**config.mk**
```make
export PLATFORM = sky130hd
export DESIGN_NAME = serial_add_ctrl
export DESIGN_NICKNAME = d
export VERILOG_FILES = /design/src/rtl/serial_add_ctrl.sv
export SDC_FILE = /design/constraint.sdc
export NUM_CORES = 1
export LEC_CHECK = 0
export ABC_CLOCK_PERIOD_IN_PS = 2200
export CAP_MARGIN = 20
export CORE_AREA = 2 2 63 65
export CTS_BUF_LIST = sky130_fd_sc_hd__clkbuf_8 sky130_fd_sc_hd__clkbuf_16
export DETAILED_ROUTE_END_ITERATION = 10
export DIE_AREA = 0 0 65 67
export PLACE_DENSITY = 0.91
export SYNTH_ARGS = -nofsm -noshare
export SYNTH_HDL_FRONTEND = slang
export SYNTH_SLANG_ARGS = --single-unit
```
**constraint.sdc**
```tcl
create_clock -name clk -period 2.2 [get_ports clk]
set_input_delay 0.44 -clock clk [delete_from_list [all_inputs] [get_ports clk]]
set_output_delay 0.44 -clock clk [all_outputs]
set_load 0.03 [all_outputs]
```
**src/rtl/serial_add_ctrl.sv**
```systemverilog
// serial_add_ctrl: drives an external 2-bit adder slice.
// WIDTH-bit add/subtract is done two bits per clock, least-significant pair first.
// The carry is chained between pairs.
// The result and flags are captured for a single DONE cycle.
module serial_add_ctrl #(
  parameter int WIDTH = 8
) (
  input  logic             clk,
  input  logic             reset_n,
  input  logic             start,
  input  logic             sub,
  input  logic [WIDTH-1:0] a,
  input  logic [WIDTH-1:0] b,
  output logic             ready,
  output logic             busy,
  output logic             done,
  output logic [WIDTH-1:0] result,
  output logic             cout,
  output logic             ovf,
  output logic [1:0]       slice_a,
  output logic [1:0]       slice_b,
  output logic             slice_cin,
  input  logic [1:0]       slice_sum,
  input  logic             slice_cout
);

  localparam int PAIRS = WIDTH / 2;
  localparam int CW    = (PAIRS > 1) ? $clog2(PAIRS) : 1;
  localparam logic [CW-1:0] LAST = CW'(PAIRS - 1);

  typedef enum logic [1:0] {IDLE, RUN, DONE} state_t;

  state_t           state;
  logic [WIDTH-1:0] a_sr;
  logic [WIDTH-1:0] b_sr;
  logic [WIDTH-1:0] sum_sr;
  logic             carry;
  logic [CW-1:0]    cnt;
  logic             sign_a;
  logic             sign_b;
  logic [WIDTH+1:0] sum_cat;
  logic [WIDTH-1:0] next_sum;

  // Shift the slice output into the top of the partial sum.
  // Writing it as a concatenation also covers WIDTH=2.
  always_comb begin
    sum_cat  = {slice_sum, sum_sr};
    next_sum = sum_cat[WIDTH+1:2];
  end

  // The slice only sees live operands while running; it is quiet otherwise.
  assign slice_a   = (state == RUN) ? a_sr[1:0] : 2'b00;
  assign slice_b   = (state == RUN) ? b_sr[1:0] : 2'b00;
  assign slice_cin = (state == RUN) ? carry     : 1'b0;

  // Sequencer: accept operands, step through the pairs, publish the result.
  always_ff @(posedge clk or negedge reset_n) begin
    if (!reset_n) begin
      // NOTE: every register is cleared here, datapath included, so an abort mid-RUN leaves nothing stale.
      state  <= IDLE;
      ready  <= 1'b1;
      busy   <= 1'b0;
      done   <= 1'b0;
      result <= '0;
      cout   <= 1'b0;
      ovf    <= 1'b0;
      a_sr   <= '0;
      b_sr   <= '0;
      sum_sr <= '0;
      carry  <= 1'b0;
      cnt    <= '0;
      sign_a <= 1'b0;
      sign_b <= 1'b0;
    end else begin
      case (state)
        IDLE: begin
          done <= 1'b0;
          if (start) begin
            // NOTE: non-blocking assignments let every register sample the pre-edge values together.
            a_sr   <= a;
            b_sr   <= sub ? ~b : b;
            carry  <= sub;
            cnt    <= '0;
            sign_a <= a[WIDTH-1];
            sign_b <= sub ? ~b[WIDTH-1] : b[WIDTH-1];
            ready  <= 1'b0;
            busy   <= 1'b1;
            state  <= RUN;
          end
        end
        RUN: begin
          sum_sr <= next_sum;
          carry  <= slice_cout;
          a_sr   <= a_sr >> 2;
          b_sr   <= b_sr >> 2;
          cnt    <= cnt + 1'b1;
          if (cnt == LAST) begin
            result <= next_sum;
            cout   <= slice_cout;
            ovf    <= (sign_a == sign_b) && (slice_sum[1] != sign_a);
            busy   <= 1'b0;
            done   <= 1'b1;
            state  <= DONE;
          end
        end
        DONE: begin
          done  <= 1'b0;
          ready <= 1'b1;
          state <= IDLE;
        end
        default: begin
          done  <= 1'b0;
          busy  <= 1'b0;
          ready <= 1'b1;
          state <= IDLE;
        end
      endcase
    end
  end

endmodule

```
==> results.md, run 1 <==
- Root Buffer: clkbuf_8
- CP max stage cell: dfrtp_1
- Total number of vias: 1388
- Die W: 65 um
- Nets: 232
- CTS tree: built
- Final instance area: 2416 um2
- Commonest non-fill, non-tap cells in the layout: dfrtp_1 (40), clkdlybuf4s50_1 (34), a22oi_1 (17)
- Hold Crit Class: in2async
- Leak Pwr: 1.078 nW
- Number of remaining DRC errors: 0
- Outcome: completed
- Routability-driven placement congestion ratio: 0.7860
- Area delta synth->final: 26.87%
- Post-CTS setup buffers: 0
- Power Total: 0.003364 W
- Wire per inst: 14.43 um
- CTS max path bufs: 2
- Synth unique cells: 27
- Pre-Repair DR Iteration Count: 4
- Clk slew on worst S/H paths: 0.08 ns
- CP Cell Sequence: nor2b_1 > buf_4 > and2_1 > buf_4
- First-pass GRT wire length: 6.272 mm
- Vias in the first global route: 1263
- Initial antenna violation count: 0
- Fmax: 495.6 MHz
- Seq cells post-synth: 42
- Most common cell after layout, fill and taps aside: dfrtp_1
- Setup-failing EPs final: 0
- Max Clock Skew: 0.003011 ns
- Core footprint: 3606 um2
- Final core utilization: 67.00%
- Gr usage total: 19.68%
- Critical Path AT: 1.58 ns
- Worst-path fanout max: 24
- Worst-Margin Slew: 0.5743 ns
- Placed cell area: 2328 um2
- Mapped Area: 1904 um2
- Final hold slack: 0.1946 ns
- Final cycle utilization of the critical path: 91.72%
- Starting Density: 52.81%
- Die height: 67 um
- 1st-iter DRT viols: 56
- Die area: 4355 um2
- Final TNS setup: 0 ns
- Crit path kind: reg2out
- Startpoint Class: register
- Number of max-cap violations: 0
- Pwr/cell area: 1392 nW/um2
- Register area share after synthesis: 55.26%
- Gate Count Post-Synth: 165
- H-Tree Depth: 2
- Row Count: 22
- GR Overflow Total: 0
- CTS sink count: 42
- Final min period: 2.018 ns
- N_diodes: 0
- Yosys warns: 0
- Final wirelength: 3.709 mm
- Largest net degree at the start of global routing: 43
- I/O pins: 41
- # fillers: 279
- Antenna viol nets, final: 0
- Critical Path Sink Type: output port
- Peak VDD IR: 0.9851 mV
- Max-slew violations: 0
- Worst slew margin: 61.60%
- CP max stage delay: 0.51 ns
- Mapped Avg Cell Area: 11.54 um2
- Syn_nets: 189
- TritonCTS Buffers: 5
- Via density: 5.401
- RSZ-0062 raised after global routing: no
- Share of post-route cells with drive strength above 1: 18.18%
- Worst skew pair latency: 0.30 ns
- Final hold vios: 0
- PortBufs: 40
- CP dominant cell by count: buf_4
- Worst endpoint required time: 1.76 ns
- HPWL after DPL: 2.493 mm
-- per-stage QoR --
step | worst slack (ns) | instances
2_1_floorplan | 0.5972 | 165
4_1_cts | 0.1018 | 257
5_1_grt | 0.09333 | 257
6_report | 0.1821 | 257
3_3_place_gp | 0.4074 | 249
3_5_place_dp | 0.3492 | 249
-- what timing repair did --
action	4_1_cts	5_1_grt
resized for setup	0	1
endpoints found under the setup margin	0	4
hold buffers	0	0
-- flip-flops by register name (all words and copies together) (netlist names) --
signal and count:
a_sr 8, b_sr 8, result 8, sum_sr 6, cnt 2, state 2, busy 1, carry 1
cout 1, done 1, ovf 1, ready 1, sign_a 1, sign_b 1
-- layer usage --
metal	part of all wire [%]	track usage, %	vias up
met1	45	25.31	670
met2	46	30.41	44
met3	6.0	6.081	9
li1	-	-	665
met4	2.1	9.309	0
met5	0	0	-
-- cell usage after synthesis --
library cell | n | share of area [%]
a21o_1 | 1 | 0.39
a21oi_1 | 10 | 2.6
a22o_1 | 2 | 0.92
a22oi_1 | 17 | 6.7
and2_1 | 5 | 1.6
and3b_1 | 2 | 0.92
buf_2 | 6 | 1.6
buf_4 | 1 | 0.39
buf_6 | 2 | 1.2
clkbuf_1 | 1 | 0.20
dfrtp_1 | 41 | 54
dfstp_2 | 1 | 1.4
ha_1 | 1 | 0.66
inv_1 | 2 | 0.39
mux2_1 | 1 | 0.59
mux2_2 | 16 | 9.5
nand2_1 | 15 | 3.0
nand2b_1 | 2 | 0.66
nand3b_1 | 1 | 0.39
nor2_1 | 4 | 0.79
nor2b_1 | 8 | 2.6
nor3b_1 | 2 | 0.79
nor3b_4 | 1 | 0.99
o21a_1 | 1 | 0.39
o21ai_0 | 13 | 3.4
o21bai_1 | 1 | 0.39
xor2_1 | 8 | 3.7
-- critical path: cells and delay by family, from the launching register on --
kind	cells	cell delay, ns
buffers and inverters	2	0.43
AND/OR/NAND/NOR	2	0.33
flip-flops	1	0.51
-- power breakdown --
part	switching, W	internal [W]	total [W]
logic	0.000791	0.000722	0.00151
clock network	0.000268	0.000219	0.000488
registers	0.000238	0.00113	0.00136
-- logic make-up (layout without fill, tap and decap cells) --
family          count (synthesis)  count (layout)  synth area share, %
compound gates                 45              45                14.85
flops                          42              42                55.26
simple gates                   40              40                11.76
mux                            17              17                10.05
buf+inv                        12              56                3.745
xor+xnor                        8               8                3.680
fa+ha+maj                       1               1               0.6569
-- cell type report --
type,instances,area [um2],area share (%)
clock inverter,3,17.52,0.7250
tap,48,60.06,2.486
sequential,42,1054,43.60
inverter,2,7.507,0.3107
clock buffer,5,68.82,2.848
multi-input combinational,111,780.7,32.31
timing repair buffer,46,427.9,17.71
-- worst paths after layout --
| check | start | endpoint | slack [ns] | cells past startpoint |
|---|---|---|---|---|
| worst min register to register | a_sr[2] | a_sr[2] | 0.48 | 2 |
| min in group clk | a_sr[2] | a_sr[2] | 0.48 | 2 |
| worst max-delay path | state[1] | slice_b[0] | 0.18 | 4 |
| worst min-delay path | reset_n | result[0] | 0.19 | 2 |
| worst max register to register | cnt[0] | result[2] | 0.57 | 3 |
| max in group asynchronous | reset_n | state[0] | 1.63 | 2 |
Note: power is estimated with default switching activity, not from simulation.
==> inputs of run 2 (changes only) <==
--- a/config.mk
+++ b/config.mk
@@ -9,6 +9,7 @@
 export CAP_MARGIN = 20
 export CORE_AREA = 2 2 63 65
 export CTS_BUF_LIST = sky130_fd_sc_hd__clkbuf_8 sky130_fd_sc_hd__clkbuf_16
+export CTS_CLUSTER_SIZE = 24
 export DETAILED_ROUTE_END_ITERATION = 10
 export DIE_AREA = 0 0 65 67
 export PLACE_DENSITY = 0.91
==> results of run 2 <==
The final DEF is identical to that of run 1; final timing and power are the same.
